$ cat config.mk
export PLATFORM = sky130hd
export DESIGN_NAME = button_events_flat
export DESIGN_NICKNAME = d
export VERILOG_FILES = /design/src/rtl/button_events_if.sv /design/src/rtl/button_events.sv /design/src/flat_wrapper.sv
export SDC_FILE = /design/constraint.sdc
export NUM_CORES = 1
export LEC_CHECK = 0
export CAP_MARGIN = 20
export CORE_ASPECT_RATIO = 1.4
export CORE_MARGIN = 3
export CORE_UTILIZATION = 45
export DETAILED_ROUTE_END_ITERATION = 8
export MAX_ROUTING_LAYER = met4
export PLACE_DENSITY = 0.65
export RECOVER_POWER = 50
export SLEW_MARGIN = 15
export SYNTH_ARGS = -nofsm -noshare
export SYNTH_HDL_FRONTEND = slang
export SYNTH_SLANG_ARGS = --single-unit
$ cat constraint.sdc
create_clock -name clk -period 3.4 [get_ports clk]
set_input_delay 1.02 -clock clk [delete_from_list [all_inputs] [get_ports clk]]
set_output_delay 1.02 -clock clk [all_outputs]
set_load 0.005 [all_outputs]
$ cat src/rtl/button_events_if.sv
// Button event bundle between the debounce stage and application logic.
// The release/repeat events carry an _evt suffix because both words are reserved in SystemVerilog.
interface button_events_if;
    logic sw_in;
    logic press;
    logic release_evt;
    logic long_press;
    logic repeat_evt;
    logic held;

    modport master (
        output sw_in,
        input  press, release_evt, long_press, repeat_evt, held
    );

    modport slave (
        input  sw_in,
        output press, release_evt, long_press, repeat_evt, held
    );
endinterface

$ cat src/rtl/button_events.sv
// Turns a debounced button level into registered single-cycle press, release,
// long-press and auto-repeat events, plus a held level.
module button_events #(
    parameter int unsigned LONG_CYCLES   = 12000000,
    parameter int unsigned REPEAT_CYCLES = 3000000,
    parameter int unsigned CNT_W         = 24
) (
    input  logic           clk,
    input  logic           rstn,
    button_events_if.slave bus
);

    typedef enum logic [1:0] {
        IDLE      = 2'd0,
        PRESSED   = 2'd1,
        HELD_LONG = 2'd2
    } state_t;

    localparam logic [CNT_W-1:0] LONG_LAST   = CNT_W'(LONG_CYCLES - 1);
    localparam logic [CNT_W-1:0] REPEAT_LAST = CNT_W'(REPEAT_CYCLES - 1);

    state_t           state, state_nx;
    logic [CNT_W-1:0] timer, timer_nx;
    logic             sw_r;
    logic             rise, fall;

    logic press_r, release_r, long_r, repeat_r, held_r;
    logic press_nx, release_nx, long_nx, repeat_nx, held_nx;

    assign rise = bus.sw_in & ~sw_r;
    assign fall = ~bus.sw_in & sw_r;

    // NOTE: state and output registers use non-blocking assignments so every
    // flop samples the pre-edge values regardless of statement order.
    always_ff @(posedge clk or negedge rstn) begin
        if (!rstn) begin
            state     <= IDLE;
            timer     <= '0;
            sw_r      <= 1'b0;
            press_r   <= 1'b0;
            release_r <= 1'b0;
            long_r    <= 1'b0;
            repeat_r  <= 1'b0;
            held_r    <= 1'b0;
        end else begin
            state     <= state_nx;
            timer     <= timer_nx;
            sw_r      <= bus.sw_in;
            press_r   <= press_nx;
            release_r <= release_nx;
            long_r    <= long_nx;
            repeat_r  <= repeat_nx;
            held_r    <= held_nx;
        end
    end

    // NOTE: every signal gets a default before the case so no path can leave
    // one unassigned and infer a latch.
    always_comb begin
        state_nx   = state;
        timer_nx   = timer;
        press_nx   = 1'b0;
        release_nx = 1'b0;
        long_nx    = 1'b0;
        repeat_nx  = 1'b0;
        held_nx    = held_r;

        unique case (state)
            IDLE: begin
                if (rise) begin
                    state_nx = PRESSED;
                    timer_nx = '0;
                    press_nx = 1'b1;
                    held_nx  = 1'b1;
                end
            end
            PRESSED: begin
                // A fall always wins over a coincident terminal count.
                if (fall) begin
                    state_nx   = IDLE;
                    timer_nx   = '0;
                    release_nx = 1'b1;
                    held_nx    = 1'b0;
                end else if (timer == LONG_LAST) begin
                    state_nx = HELD_LONG;
                    timer_nx = '0;
                    long_nx  = 1'b1;
                end else begin
                    timer_nx = timer + CNT_W'(1);
                end
            end
            HELD_LONG: begin
                if (fall) begin
                    state_nx   = IDLE;
                    timer_nx   = '0;
                    release_nx = 1'b1;
                    held_nx    = 1'b0;
                end else if (timer == REPEAT_LAST) begin
                    timer_nx  = '0;
                    repeat_nx = 1'b1;
                end else begin
                    timer_nx = timer + CNT_W'(1);
                end
            end
            default: begin
                state_nx = IDLE;
                timer_nx = '0;
                held_nx  = 1'b0;
            end
        endcase
    end

    assign bus.press       = press_r;
    assign bus.release_evt = release_r;
    assign bus.long_press  = long_r;
    assign bus.repeat_evt  = repeat_r;
    assign bus.held        = held_r;

endmodule
$ cat src/flat_wrapper.sv
// flat-port wrapper written by rule: the top's interface ports become plain ports
module button_events_flat 
#(
    parameter int unsigned LONG_CYCLES   = 12000000,
    parameter int unsigned REPEAT_CYCLES = 3000000,
    parameter int unsigned CNT_W         = 24
)
  (clk, rstn, bus_sw_in, bus_press, bus_release_evt, bus_long_press, bus_repeat_evt, bus_held);
  button_events_if bus_i ();
  input  logic clk;
  input  logic rstn;
  input wire logic [$bits(bus_i.sw_in)-1:0] bus_sw_in;
  output wire logic [$bits(bus_i.press)-1:0] bus_press;
  output wire logic [$bits(bus_i.release_evt)-1:0] bus_release_evt;
  output wire logic [$bits(bus_i.long_press)-1:0] bus_long_press;
  output wire logic [$bits(bus_i.repeat_evt)-1:0] bus_repeat_evt;
  output wire logic [$bits(bus_i.held)-1:0] bus_held;
  assign bus_i.sw_in = bus_sw_in;
  assign bus_press = bus_i.press;
  assign bus_release_evt = bus_i.release_evt;
  assign bus_long_press = bus_i.long_press;
  assign bus_repeat_evt = bus_i.repeat_evt;
  assign bus_held = bus_i.held;
  button_events #(.LONG_CYCLES(LONG_CYCLES), .REPEAT_CYCLES(REPEAT_CYCLES), .CNT_W(CNT_W)) u_core (.clk(clk), .rstn(rstn), .bus(bus_i));
endmodule
==> results of run 1 <==
## registers in the layout (all words and copies together), names as in the netlist
register and cells:
u_core.timer 24, u_core.bus.press 1, u_core.bus.held 1, u_core.bus.long_press 1
u_core.bus.repeat_evt 1, u_core.sw_r 1, u_core.bus.release_evt 1, u_core.state 2
## cell usage after synthesis (4+ instances only)
cell type	instances
nand4_1	7
nand2_1	21
nand3_1	13
xor2_1	5
a21oi_1	4
and3_1	6
a22oi_2	5
inv_1	8
dfrtp_1	32
ha_1	4
a21oi_2	11
nor2_1	9
xnor2_1	6
## stage by stage
step	power [mW]	setup slack [ps]
2_1_floorplan	0.616	1130
4_1_cts	0.965	640
6_report	0.957	533
3_3_place_gp	0.666	406
3_5_place_dp	0.673	346
5_1_grt	1.01	326
## power breakdown
part | internal [mW] | total (mW) | switching (mW) | leakage, nW
clock | 0.165 | 0.292 | 0.127 | 0.0455
sequential | 0.400 | 0.414 | 0.0140 | 0.440
combinational | 0.0781 | 0.250 | 0.172 | 0.364
total | 0.643 | 0.957 | 0.313 | 0.850
## cell families after synthesis
logic type	share of synthesized area
and+or+nand+nor	0.250
AOI/OAI and AO/OA	0.218
DFF	0.406
buffers and inverters	0.0463
xor gates and xnor gates	0.0489
adders and majority gates	0.0254
muxes	0.00508
## cell type report
type / instances / area (um^2) / share of cell area
Clock buffer: 8 / 90.1 / 0.0417
Inverter: 8 / 30.0 / 0.0139
Multi-Input combinational cell: 145 / 1080 / 0.499
Timing Repair Buffer: 10 / 88.8 / 0.0411
Sequential cell: 32 / 801 / 0.370
Tap cell: 58 / 72.6 / 0.0336
## worst max-delay path by stage
stage | from | end | slack (ps) | depth (start not counted)
2_1_floorplan | bus_sw_in | u_core.timer[23] | 1130 | 5
4_1_cts | bus_sw_in | u_core.timer[15] | 640 | 6
6_report | bus_sw_in | u_core.timer[15] | 530 | 6
3_3_place_gp | bus_sw_in | u_core.timer[23] | 410 | 6
3_5_place_dp | bus_sw_in | u_core.timer[15] | 350 | 6
5_1_grt | rstn | u_core.timer[4] | 330 | 2
## metal layers
metal  up-vias  share of wire
met5         -              0
met4         0          0.022
met3        10          0.031
met2        40           0.54
met1       748           0.41
li1        728              -
==> impl_metrics.toml, run 1 <==
[run_status]
outcome = "complete, but fails checks"
violations = "capacitance limit, slew limit"

[die]
coreArea_mm2 = 0.00409
dieArea_mm2 = 0.00522
initial_core_util = 0.482
pin_count = 8
fp.dieH_um = 84.3
num_rows = 27
fp.dieW_um = 61.9

[power_and_ir_drop]
peakVddDrop_v = 0.000209
cellPowerDensity_mw_per_mm2 = 443
power.leakage_nw = 0.850

[clock_tree]
cts_tree = "built"
clock_latency_ps = 270
hold_buffers = 0
clock_path_buffers = 2
cts_resized = 0
clkSinkCount = 32
htreeDepth = 2
clk_pin_slew_ps = 60
cts_buffers = 5
cts_setup_buffers = 0
root_buffer = "clkbuf_8"

[setup_path]
critPathMaxFanout = 20
endpoint_kind = "register"
worstPathRequired_ps = 3530
critPathSlowestCell = "o21ai_4"
crit_chain = "dlygate4sd3_1 > nand2b_1 > nand2_1 > a31oi_4 > o21ai_4 > a22oi_2"
cp_data_arrival_time_ps = 2990
max_stage_delay_ps = 720
critPathKind = "input pin to register"
cpLargestDelayFamily = "compound AO/OA/AOI/OAI gates"
start_kind = "input pin"
crit_buf_inv = 1
reg2reg_to = "u_core.timer[15]"
reg2reg_depth = 6
regToRegSetupSlack_ps = 930
r2r-start = "u_core.timer[0]"

[global_routing]
grt_max_degree = 33
grt_use_met2 = 0.295
grt_use_met1 = 0.219
met3_usage = 0.0492
grt_pass1_wl_mm = 7.35
antenna_found_initial = 0
grt_pass1_vias = 1652
grt_remaining_overflow = 0
grtUsageTotal = 0.188
top_usage_layer = "met2"

[cells_and_area]
n_antenna_cell = 0
areaGrowthSynthToFinish_pct = 9.64
final_area_mm2 = 0.00216
final_layout_size_suffix_gt1_frac = 0.207
fin_cells = 261
n_fill_cell = 378
fin_util = 0.529
final_cell_mix = "dfrtp_1 (32), nand2_1 (21), nand3_1 (13)"
nNetsFinal = 209
final_common_cell = "dfrtp_1"

[sta]
fin_setup_tns_ps = 0
max_freq_mhz = 349
post-route-period-util = 0.843
setup_violations = 0
clock_skew_ps = 5.99
relSlewSlack = -0.171
rsz0062_at_grt = "false"
min_period_ps = 2870
drv_slew = 33
timing.final.hold_violations = 0
hold_ws_ps = 504
worst_slew_pin_slew_ps = 1760

[synth]
ys_types = 50
synth_cells = 192
syn_area_mm2 = 0.00197
synth_top_area_share = 0.406
synthTopCellsByArea = "dfrtp_1 (41%), a21oi_2 (4.9%), nand2_1 (4.0%), nand3_1 (3.3%), a22oi_2 (3.2%)"
synth-edff-count = 0
syn_avg_cell_area_um2 = 10.3
synth-seq-cells = 32
ys.warnings.count = 0
syn_nets = 199
ys_seq_area_frac = 0.406
synth_ff_type = "dfrtp_1"
yosysTopAreaCell = "dfrtp_1"
synthArstFlopShare = 1.00

[drt]
drc = 0
drt-pass1-iter-count = 4
num_vias = 1526
drt-wirelength-per-cell_um = 15.9
drt-initial-drc-count = 76
drt_wl_total_mm = 4.14
viasPerCell = 5.85
antenna_left = 0

[flow_run]
maxCapViolCount = 1

[placed_design]
postPlaceCellArea_mm2 = 0.00208
io_buffers = 7
hpwl_mm = 3.11
dp.cells = 253
place.gp.congestion = 0.883

[hold_path]
worstHoldPathType = "register to register"
hold_depth = 1
whs_endpoint = "u_core.timer[0]"
worstHoldStart = "u_core.timer[0]"
(Power assumes the default switching activity.)
==> run 2, diff against run 1 <==
==> constraint.sdc (replaced) <==
create_clock -name clk -period 2.75 [get_ports clk]
set_input_delay 0.825 -clock clk [delete_from_list [all_inputs] [get_ports clk]]
set_output_delay 0.825 -clock clk [all_outputs]
set_load 0.005 [all_outputs]
==> run 2 against run 1 <==
Against the previous run: the run now ends clean; clock skew decreased by 0.97 ps; flip-flop and latch count unchanged; register-to-register slack got worse by 580 ps; setup slack got worse by 270 ps; hold slack improved by 9.5 ps; die area unchanged; clock power increased by 27%; via count increased by 0.85%; first-iteration DRC count increased by 9.2%; critical path depth unchanged; sequential power increased by 23%; largest power group unchanged.
==> impl_metrics.toml, run 2 (same netlist as run 1, synthesis figures left out) <==
[sta]
post-route-period-util = 0.904
drv_slew = 0
setup_violations = 0
min_period_ps = 2490
rsz0062_at_grt = "false"
worst_slew_pin_slew_ps = 882
relSlewSlack = 0.409
hold_ws_ps = 513
max_freq_mhz = 402
clock_skew_ps = 5.02
timing.final.hold_violations = 0

[run_status]
outcome = "completed"

[die]
dieArea_mm2 = 0.00522
fp.dieH_um = 84.3
num_rows = 27
initial_core_util = 0.482
pin_count = 8
coreArea_mm2 = 0.00409
fp.dieW_um = 61.9

[clock_tree]
clk_pin_slew_ps = 60
clock_path_buffers = 2
root_buffer = "clkbuf_8"
clkSinkCount = 32
cts_setup_buffers = 0
cts_tree = "built"
clock_latency_ps = 280
htreeDepth = 2
cts_resized = 0
hold_buffers = 0
cts_buffers = 5

[cells_and_area]
top_regs = "u_core.timer (24), u_core.state (2)"
regMostFlops = "u_core.timer"
areaGrowthSynthToFinish_pct = 11.2
largest_reg_flops = 24
final_layout_size_suffix_gt1_frac = 0.227
nNetsFinal = 213
fin_cells = 265
fin_util = 0.537
final_common_cell = "dfrtp_1"
final_area_mm2 = 0.00219
n_fill_cell = 416
n_antenna_cell = 0
final_cell_mix = "dfrtp_1 (32), nand2_1 (21), nand3_1 (13)"

[placed_design]
io_buffers = 7
dp.cells = 257
hpwl_mm = 3.19
postPlaceCellArea_mm2 = 0.00211
place.gp.congestion = 0.912

[hold_path]
hold_depth = 1
worstHoldPathType = "register to register"
worstHoldStart = "u_core.sw_r"
whs_endpoint = "u_core.bus.press"

[setup_path]
crit_chain = "clkdlybuf4s50_1 > nand2b_1 > nand2_1 > a31oi_4 > o21ai_4 > a22oi_2"
max_stage_delay_ps = 720
critPathSlowestCell = "o21ai_4"
critPathMaxFanout = 20
reg2reg_depth = 6
start_kind = "input pin"
cp_data_arrival_time_ps = 2620
reg2reg_to = "u_core.timer[19]"
regToRegSetupSlack_ps = 350
endpoint_kind = "register"
r2r-start = "u_core.timer[0]"
worstPathRequired_ps = 2880
critPathKind = "input pin to register"

[power_and_ir_drop]
power.leakage_nw = 0.873
peakVddDrop_v = 0.000242
intPower_mw = 0.802
power.total_mw = 1.20
swShare = 0.332
switchingPower_mw = 0.399
power.share.sequential = 0.426
pwr-share-clk = 0.308
cellPowerDensity_mw_per_mm2 = 547
p_comb_frac = 0.266

[global_routing]
grt_pass1_vias = 1549
antenna_found_initial = 0
grt_max_degree = 33
grt_remaining_overflow = 0
grtUsageTotal = 0.184
grt_pass1_wl_mm = 7.17

[drt]
drt-wirelength-per-cell_um = 15.9
num_vias = 1539
drt-pass1-iter-count = 4
drt-initial-drc-count = 83
drc = 0
antenna_left = 0
viasPerCell = 5.81
drt_wl_total_mm = 4.22

[flow_run]
maxCapViolCount = 0
run 2: how the worst max path moves through the flow:
stage / cells after the start / slack [ps] / from / end
floorplan: 5 / 680 / bus_sw_in / u_core.timer[23]
global placement: 6 / 4 / bus_sw_in / u_core.timer[23]
detailed placement: 6 / -40 / bus_sw_in / u_core.timer[21]
CTS: 6 / 240 / bus_sw_in / u_core.timer[19]
global route: 6 / 110 / bus_sw_in / u_core.timer[23]
finish: 6 / 260 / bus_sw_in / u_core.timer[19]
run 2: layout make-up:
type                       instances  area, um^2  area share
multi-input combinational        145        1080       0.492
sequential                        32         801       0.365
timing repair buffer              14         120      0.0548
clock buffer                       8        90.1      0.0411
tap                               58        72.6      0.0331
inverter                           8        30.0      0.0137
run 2: through the flow:
stage,TNS (ps),worst slack [ps]
global placement,0,3.81
finish,0,264
detailed placement,-190,-40.7
global route,0,114
CTS,0,245
floorplan,0,676
run 2: power groups by stage:
stage	registers (mW)	clock network (mW)	logic [mW]
4_1_cts	0.512	0.374	0.322
6_report	0.511	0.370	0.319
3_5_place_dp	0.520	0	0.322
3_3_place_gp	0.520	0	0.314
2_1_floorplan	0.520	0	0.242
5_1_grt	0.516	0.402	0.352
run 2: per-layer routing:
layer | GRT usage | vias up | share of wire
li1 | - | 735 | -
met1 | 0.213 | 760 | 0.40
met2 | 0.299 | 35 | 0.54
met3 | 0.0492 | 9 | 0.038
met4 | 0.0618 | 0 | 0.017
met5 | - | - | 0
run 2: worst max-delay path: cells and delay by family:
kind            cells  cell delay (ps)
compound gates      3              950
simple gates        2              360
buf+inv             1              480
==> run 3, diff against run 2 <==
--- a/config.mk
+++ b/config.mk
@@ -5,6 +5,7 @@
 export SDC_FILE = /design/constraint.sdc
 export NUM_CORES = 1
 export LEC_CHECK = 0
+export ABC_AREA = 1
 export CAP_MARGIN = 20
 export CORE_ASPECT_RATIO = 1.4
 export CORE_MARGIN = 3
==> constraint.sdc (replaced) <==
create_clock -name clk -period 2.7 [get_ports clk]
set_input_delay 0.81 -clock clk [delete_from_list [all_inputs] [get_ports clk]]
set_output_delay 0.81 -clock clk [all_outputs]
set_load 0.005 [all_outputs]
==> run 3 against run 2 <==
Against the previous run: global-route usage is 0.16 points lower; sequential share of layout area down 1.7 points; synthesized area up 5.6%; routed wire length shrank 0.95%; critical endpoint is now u_core.timer[5]; largest cell class unchanged; largest power group unchanged.
==> impl_metrics.toml, run 3 <==
[run_status]
outcome = "completed"

[synth]
synthArstFlopShare = 1.00
synth-seq-cells = 32
synth_top_area_share = 0.384
syn_avg_cell_area_um2 = 7.72
synth_cells = 270
ys_seq_area_frac = 0.384
syn_area_mm2 = 0.00208
ys_types = 26
synth-edff-count = 0
synthTopCellsByArea = "dfrtp_1 (38%), nand2_1 (10%), a21oi_2 (8.4%), nor2_1 (6.3%), inv_1 (6.1%)"
syn_nets = 277
synth_common_cells = "nand2_1 (56), nor2_1 (35), inv_1 (34), dfrtp_1 (32)"
synth_ff_type = "dfrtp_1"
yosysTopAreaCell = "dfrtp_1"
ys.warnings.count = 0
yosysMostFrequentCell = "nand2_1"

[cells_and_area]
areaGrowthSynthToFinish_pct = 10.5
top_regs = "u_core.timer (24), u_core.state (2)"
final_layout_size_suffix_gt1_frac = 0.192
regMostFlops = "u_core.timer"
nNetsFinal = 287
final_common_cell = "nand2_1"
largest_reg_flops = 24
final_cell_mix = "nand2_1 (56), nor2_1 (35), inv_1 (34)"
final_area_mm2 = 0.00230
n_antenna_cell = 0

[setup_path]
start_kind = "input pin"
worstPathRequired_ps = 2920
endpoint_kind = "register"
cp_data_arrival_time_ps = 2340
critPathKind = "input pin to register"
critPathMaxFanout = 18

[power_and_ir_drop]
cellPowerDensity_mw_per_mm2 = 654
power.leakage_nw = 0.983
peakVddDrop_v = 0.000649
power.total_mw = 1.51

[clock_tree]
clk_pin_slew_ps = 70
cts_buffers = 5
clock_latency_ps = 290
hold_buffers = 0
root_buffer = "clkbuf_8"
clkSinkCount = 32
htreeDepth = 2
cts_tree = "built"
clock_path_buffers = 2
cts_resized = 0
cts_setup_buffers = 0

[sta]
min_period_ps = 2130
worst_slew_pin_slew_ps = 787
fin_setup_tns_ps = 0
hold_ws_ps = 506
max_freq_mhz = 470
clock_skew_ps = 10.1
post-route-period-util = 0.788
drv_slew = 0
relSlewSlack = 0.475
setup_ws_ps = 574
rsz0062_at_grt = "false"
setup_violations = 0
timing.final.hold_violations = 0

[die]
pin_count = 8
num_rows = 28
fp.dieH_um = 86.5
fp.dieW_um = 63.5
coreArea_mm2 = 0.00434
dieArea_mm2 = 0.00549
initial_core_util = 0.480

[global_routing]
grt_remaining_overflow = 0
grtUsageTotal = 0.183
grt_max_degree = 33
antenna_found_initial = 0
grt_pass1_wl_mm = 7.77
grt_pass1_vias = 1709

[drt]
drc = 0
drt_wl_total_mm = 4.18
viasPerCell = 4.96
num_vias = 1691
drt-initial-drc-count = 66
drt-wirelength-per-cell_um = 12.3
drt-pass1-iter-count = 4
antenna_left = 0

[placed_design]
dp_slack_ps = 383
io_buffers = 7
postPlaceCellArea_mm2 = 0.00218
place.gp.congestion = 0.828
hpwl_mm = 3.14

[flow_run]
maxCapViolCount = 0

[hold_path]
worstHoldPathType = "register to register"
-- run 3: stage by stage --
stage          utilization  cells
3_3_place_gp         0.501    333
2_1_floorplan            -    270
6_report             0.530    341
4_1_cts              0.531    341
3_5_place_dp         0.501    333
5_1_grt              0.530    341
-- run 3: cell families after synthesis --
group,synth area share
buf+inv,0.103
xor+xnor,0.0505
fa+ha+maj,0.0240
simple gates,0.331
flops,0.384
compound gates,0.107
-- run 3: worst paths after layout --
kind	startpoint	endpoint	slack, ps	cells after the start
min in group asynchronous	rstn	u_core.timer[20]	1130	2
hold reg to reg	u_core.bus.held	u_core.bus.held	510	2
hold / removal	u_core.bus.held	u_core.bus.held	510	2
setup / recovery	bus_sw_in	u_core.timer[5]	570	8
setup reg to reg	u_core.timer[0]	u_core.timer[9]	920	10
max in group asynchronous	rstn	u_core.timer[0]	1070	2
-- run 3: area by class of cell --
| type | count | area [um^2] |
|---|---|---|
| multi-input cells | 193 | 1070 |
| clock buffers | 7 | 96.3 |
| flip-flops and latches | 32 | 801 |
| inverters | 38 | 143 |
| well taps | 60 | 75.1 |
| clock inverters | 1 | 30.0 |
| fillers | 434 | 2040 |
| repair buffers | 10 | 90.1 |
-- run 3: per-layer routing --
metal,vias up,global-route usage,part of all wire,wire length (um)
met3,7,0.0363,0.024,100
li1,878,-,-,-
met5,-,-,0,0
met1,787,0.209,0.44,1830
met4,0,0.0648,0.016,67
met2,19,0.317,0.52,2190
-- run 3: where the power goes --
part	internal, mW	leakage (nW)	switching, mW
clock	0.326	0.0645	0.181
combinational	0.123	0.478	0.341
sequential	0.513	0.440	0.0226
-- run 3: worst max-delay path: stages --
cell	delay, ps
dlygate4sd3_1	590
nand2_1	100
nand2_2	90
buf_4	260
nand2_1	120
o21ai_0	190
nand2_1	80
a21oi_2	100
